===== config.mk =====
export PLATFORM = sky130hd
export DESIGN_NAME = cap_sense_scanner
export DESIGN_NICKNAME = d
export VERILOG_FILES = /design/src/rtl/cap_sense_scanner.sv
export SDC_FILE = /design/constraint.sdc
export NUM_CORES = 1
export LEC_CHECK = 0
export CAP_MARGIN = 20
export CORE_ASPECT_RATIO = 0.5
export CORE_MARGIN = 5
export CORE_UTILIZATION = 47
export DETAILED_ROUTE_END_ITERATION = 8
export PLACE_DENSITY_LB_ADDON = 0.08
export SLEW_MARGIN = 20
export SYNTH_ARGS = -nofsm -noshare
export SYNTH_HDL_FRONTEND = slang
export SYNTH_SLANG_ARGS = --single-unit

===== constraint.sdc =====
create_clock -name clock -period 1.7 [get_ports clock]
set_input_delay 0.34 -clock clock [delete_from_list [all_inputs] [get_ports clock]]
set_output_delay 0.34 -clock clock [all_outputs]
set_load 0.05 [all_outputs]

===== src/rtl/cap_sense_scanner.sv =====
// Capacitive sensor scanner: discharges a shared charge line, then times each
// sense pin's RC rise and publishes per-sensor charge times plus a touch mask.
module cap_sense_scanner #(
  parameter int N_SENSORS        = 9,
  parameter int CNT_W            = 32,
  parameter int DISCHARGE_CYCLES = 1000,
  parameter int TIMEOUT          = 50000,
  parameter int TOUCH_THRESHOLD  = 2000
) (
  input  logic                         clock,
  input  logic                         reset,
  input  logic [N_SENSORS-1:0]         sensors_in,
  output logic                         sensors_out,
  output logic [N_SENSORS*CNT_W-1:0]   readings,
  output logic [N_SENSORS-1:0]         touched,
  output logic                         frame_done
);

  localparam int DW = (DISCHARGE_CYCLES > 1) ? $clog2(DISCHARGE_CYCLES) : 1;
  localparam int CW = $clog2(TIMEOUT + 1);

  // A saturated reading must fit in the published width.
  if ((TIMEOUT < 1) || (64'(TIMEOUT) > ((64'd1 << CNT_W) - 64'd1))) begin : g_bad_timeout
    $error("cap_sense_scanner: TIMEOUT out of range for CNT_W");
  end

  typedef enum logic [1:0] {
    ST_DISCHARGE = 2'd0,
    ST_CHARGE    = 2'd1,
    ST_PUBLISH   = 2'd2
  } state_t;

  state_t                 state_q, state_d;
  logic [DW-1:0]          dcnt_q, dcnt_d;
  logic [CW-1:0]          ccnt_q, ccnt_d;
  logic [N_SENSORS-1:0]   sync1_q, s_q;
  logic [N_SENSORS-1:0]   flag_q, flag_d;
  logic [CW-1:0]          cap_q [N_SENSORS];
  logic [CW-1:0]          cap_d [N_SENSORS];
  logic [CNT_W-1:0]       readings_q [N_SENSORS];
  logic [CNT_W-1:0]       readings_d [N_SENSORS];
  logic [N_SENSORS-1:0]   touched_q, touched_d;
  logic                   sensors_out_q, sensors_out_d;
  logic                   frame_done_q, frame_done_d;

  always_comb begin
    state_d    = state_q;
    dcnt_d     = dcnt_q;
    ccnt_d     = ccnt_q;
    flag_d     = flag_q;
    cap_d      = cap_q;
    readings_d = readings_q;
    touched_d  = touched_q;

    case (state_q)
      ST_DISCHARGE: begin
        if (dcnt_q == DW'(DISCHARGE_CYCLES - 1)) begin
          state_d = ST_CHARGE;
          dcnt_d  = '0;
          ccnt_d  = '0;
          flag_d  = '0;
        end else begin
          dcnt_d = dcnt_q + 1'b1;
        end
      end
      ST_CHARGE: begin
        ccnt_d = ccnt_q + 1'b1;
        for (int i = 0; i < N_SENSORS; i++) begin
          if (s_q[i] && !flag_q[i]) begin
            cap_d[i]  = ccnt_q;
            flag_d[i] = 1'b1;
          end
        end
        // Captures above take priority over the saturation value below.
        if (&flag_d) begin
          state_d = ST_PUBLISH;
        end else if (ccnt_q == CW'(TIMEOUT - 1)) begin
          for (int i = 0; i < N_SENSORS; i++) begin
            if (!flag_d[i]) begin
              cap_d[i] = CW'(TIMEOUT);
            end
          end
          flag_d  = '1;
          state_d = ST_PUBLISH;
        end
      end
      ST_PUBLISH: begin
        state_d = ST_DISCHARGE;
        dcnt_d  = '0;
      end
      default: begin
        state_d = ST_DISCHARGE;
        dcnt_d  = '0;
      end
    endcase

    // Outputs are registered from the next state so they align with it.
    sensors_out_d = (state_d == ST_CHARGE);
    frame_done_d  = (state_d == ST_PUBLISH);
    if (state_d == ST_PUBLISH) begin
      for (int i = 0; i < N_SENSORS; i++) begin
        readings_d[i] = CNT_W'(cap_d[i]);
        touched_d[i]  = (64'(cap_d[i]) > 64'(TOUCH_THRESHOLD));
      end
    end
  end

  always_ff @(posedge clock) begin
    if (!reset) begin
      state_q       <= ST_DISCHARGE;
      dcnt_q        <= '0;
      ccnt_q        <= '0;
      sync1_q       <= '0;
      s_q           <= '0;
      flag_q        <= '0;
      cap_q         <= '{default: '0};
      readings_q    <= '{default: '0};
      touched_q     <= '0;
      sensors_out_q <= 1'b0;
      frame_done_q  <= 1'b0;
    end else begin
      state_q       <= state_d;
      dcnt_q        <= dcnt_d;
      ccnt_q        <= ccnt_d;
      sync1_q       <= sensors_in;
      s_q           <= sync1_q;
      flag_q        <= flag_d;
      cap_q         <= cap_d;
      readings_q    <= readings_d;
      touched_q     <= touched_d;
      sensors_out_q <= sensors_out_d;
      frame_done_q  <= frame_done_d;
    end
  end

  for (genvar gi = 0; gi < N_SENSORS; gi++) begin : g_pack
    assign readings[CNT_W*gi +: CNT_W] = readings_q[gi];
  end

  assign sensors_out = sensors_out_q;
  assign touched     = touched_q;
  assign frame_done  = frame_done_q;

endmodule


==> impl_metrics.env <==
export IMPL_cp_depth=6
export IMPL_timing_critical_path_buf_inv=1
export IMPL_grt_pass1_wl_mm=75.99
export IMPL_r2r_start="ccnt_q[0]$_SDFFE_PN0P_"
export IMPL_synth_edff_count=0
export IMPL_max_freq_mhz=491.1
export IMPL_met1_usage_pct=35.57
export IMPL_coreArea_um2=32760
export IMPL_rsz0062_at_grt="yes"
export IMPL_drc_errors=0
export IMPL_drv_cap=0
export IMPL_use_met3_pct=5.966
export IMPL_wirelength_mm=49.81
export IMPL_met2_usage_pct=40.31
export IMPL_required_ns=2.14
export IMPL_yosys_area_share_simple_pct=18.78
export IMPL_r2r_end="ccnt_q[14]$_SDFFE_PN0P_"
export IMPL_cts_tree="yes"
export IMPL_seq_area_um2=7104
export IMPL_hp_start="reset"
export IMPL_grt_pass1_vias=13290
export IMPL_busiest_layer="met2"
export IMPL_synthFlopType="dfxtp_1"
export IMPL_globalplace_congestion=0.9157
export IMPL_cp_slowest_cell="or4_4"
export IMPL_clk_pin_slew_ns=0.07
export IMPL_rows=47
export IMPL_cts_buffers=34
export IMPL_power_density_nw_per_um2=860.9
export IMPL_r2r_cells=6
export IMPL_n_fill_cell=2844
export IMPL_die_area_um2=36870
export IMPL_crit_path_start_kind="flop"
export IMPL_min_period_over_period_pct=119.8
export IMPL_drtIter0Drc=946
export IMPL_min_to="touched[4]$_SDFFE_PN0P_"
export IMPL_insertion_delay_ns=0.53
export IMPL_drive_gt1_share_pct=26.65
export IMPL_synth_top_family_by_area="simple AND/OR/NAND/NOR gates"
export IMPL_yosys_register_bits=354
export IMPL_clock_path_buffers=3
export IMPL_cts_root_buf="clkbuf_16"
export IMPL_synth_mux_area_fraction_pct=9.542
export IMPL_synth_cell_types=72
export IMPL_finalSetupViolCount=322
export IMPL_final_common_cell="buf_4"
export IMPL_wl_per_cell_um=19.95
export IMPL_fin_ws_ns=-0.3364
export IMPL_reg2reg_setup_slack_ns=-0.34
export IMPL_path_max_fanout=4
export IMPL_postRouteAntennaNets=0
export IMPL_fp_dieH_um=138.3
export IMPL_synth_compound_area_share_pct=13.71
export IMPL_relSlewSlack_pct=64.38
export IMPL_drt_pass1_iter_count=5
export IMPL_syn_to_final_growth_pct=27.62
export IMPL_start_util_pct=47.24
export IMPL_port_buffers=165
export IMPL_ys_warn_count=0
export IMPL_end_kind="flop"
export IMPL_grt_overflow_total=0
export IMPL_slowest_delay_ns=0.47
export IMPL_final_hold_viol_count=0
export IMPL_antenna_found_initial=1
export IMPL_final_nets=2048
export IMPL_worst_slew_pin_slew_ns=0.5295
export IMPL_via_per_inst=5.474
export IMPL_async_flop_share_pct=0
export IMPL_synthAdderAreaFrac_pct=0.1617
export IMPL_crit_family="simple AND/OR/NAND/NOR gates"
export IMPL_grt_usage_pct=25.55
export IMPL_syn_inst=1725
export IMPL_cts_sinks=354
export IMPL_crit_chain="ha_4, nand4_1, buf_4, or4_4, or4_1, a31oi_1"
export IMPL_io_pins=310
export IMPL_status="finished, violations left"
export IMPL_hold_depth=4
export IMPL_hold_class="input port to flop"
export IMPL_final_max_slew_violation_count=0
export IMPL_multiInputGateArea_um2=7425
export IMPL_crit_type="flop to flop"
export IMPL_dr_total_vias=13670
export IMPL_ys_seq_area_share_pct=45.80
export IMPL_startpoint="ccnt_q[0]$_SDFFE_PN0P_"
export IMPL_dpl_hpwl_mm=35.13
export IMPL_num_antenna_cells=0
export IMPL_postSynthAreaPerCell_um2=8.970
export IMPL_layout_common_cells="buf_4, dfxtp_1, nor2_1, a21oi_1, conb_1"
export IMPL_fin_crit_ns=2.036
export IMPL_critPathArrivalTime_ns=2.48
export IMPL_h_tree_depth=2
export IMPL_syn_cell_area_um2=15470
export IMPL_die_w_um=266.6
export IMPL_synthXorXnorAreaFrac_pct=0.1132
export IMPL_power_leakage_nw=7.619
export IMPL_ir_drop_uv=515.3
export IMPL_grt_max_degree=57
export IMPL_power_mw=17.00
export IMPL_violations="setup timing"
export IMPL_skew_ns=0.01979
export IMPL_holdWs_ns=0.3304
==> final cells by class <==
type | count | share of cell area (%)
Clock buffer | 54 | 5.569
Timing Repair Buffer | 415 | 17.87
Inverter | 5 | 0.1204
Multi-Input combinational cell | 1225 | 37.60
Clock inverter | 3 | 0.07603
Sequential cell | 354 | 35.98
Tap cell | 441 | 2.794
==> power breakdown <==
group | total [mW] | internal (mW) | switching, mW
sequential | 8.33 | 8.32 | 0.0184
combinational | 1.01 | 0.116 | 0.897
clock | 7.65 | 4.42 | 3.23
==> cells in the mapped netlist, types with 4 or more instances <==
cell type  count  area share (%)
nand4_1       13            0.53
and4bb_2       6            0.49
a211oi_1       6            0.29
clkbuf_1      73             1.8
and3_1        11            0.44
a311oi_1      50             2.8
buf_4        160             7.8
a22oi_1        5            0.24
and4_1         6            0.34
o21ai_0       47             1.5
o211ai_1       6            0.29
nor2_1       194             4.7
nor3_1        19            0.61
o2111ai_1      5            0.28
nand2_1      145             3.5
mux2_2        12            0.87
nand3_1       41             1.3
nor2b_1        5            0.20
buf_6         13            0.95
a21oi_1      185             6.0
a31oi_1       11            0.44
buf_2         38             1.2
inv_1          5            0.12
and2_1        22            0.89
mux2i_1      134             8.7
dfxtp_1      354              46
or3_1         79             3.2
or4_1          5            0.24
nor4_1         7            0.28
nor3b_1        4            0.19
==> worst reg2reg max path, stage by stage, from the launching register on <==
cell     delay [ns]
dfxtp_2        0.35
ha_4           0.15
nand4_1        0.18
buf_4          0.21
or4_4          0.47
or4_1          0.40
a31oi_1        0.19
==> layer usage <==
layer / routed length [um] / part of all wire, %
met2: 22300 / 45
met5: 0 / 0
met3: 4451 / 8.9
met1: 22040 / 44
met4: 1022 / 2.1
==> what timing repair did <==
action / 4_1_cts / 5_1_grt
gates cloned: 6 / 0
endpoints found under the setup margin: 319 / 330
buffers inserted: 9 / 4
gates resized for setup: 43 / 11
hold buffers: 0 / 0
hold endpoints to repair: 0 / 0
pin swaps: 14 / 2
==> metrics by stage <==
step	util, %	setup TNS (ns)	cells	area, um2	setup WS [ns]
after floorplan	-	-9.977	1868	16290	-0.09527
after global placement	55.45	-45.76	2421	18160	-0.3803
after detailed placement	55.45	-57.48	2421	18160	-0.4823
after CTS	59.97	-46.15	2493	19640	-0.3096
after global routing	60.29	-83.93	2497	19750	-0.3825
final	60.29	-56.25	2497	19750	-0.3364
==> logic make-up after synthesis <==
| logic type | after synthesis |
|---|---|
| DFF | 354 |
| other | 1 |
| buffers and inverters | 291 |
| xor gates and xnor gates | 2 |
| and+or+nand+nor | 585 |
| muxes | 146 |
| AOI/OAI and AO/OA | 344 |
| adders and majority gates | 2 |
==> sequential cells by signal, indices dropped and copies added (netlist names) <==
signal	cells
flag_q	9
frame_done	1
ccnt_q	16
sync1_q	9
dcnt_q	10
touched	9
state_q	2
s_q	9
sensors_out	1
cap_q	144
readings	144
==> how the worst max path moves through the flow <==
stage | to | slack (ns)
after global placement | touched[1]$_SDFFE_PN0P_ | -0.38
after global routing | ccnt_q[14]$_SDFFE_PN0P_ | -0.38
final | ccnt_q[14]$_SDFFE_PN0P_ | -0.34
after floorplan | readings[133]$_SDFFE_PN0P_ | -0.1
after detailed placement | touched[1]$_SDFFE_PN0P_ | -0.48
after CTS | ccnt_q[14]$_SDFFE_PN0P_ | -0.31
Note: power is estimated with default switching activity, not from simulation.
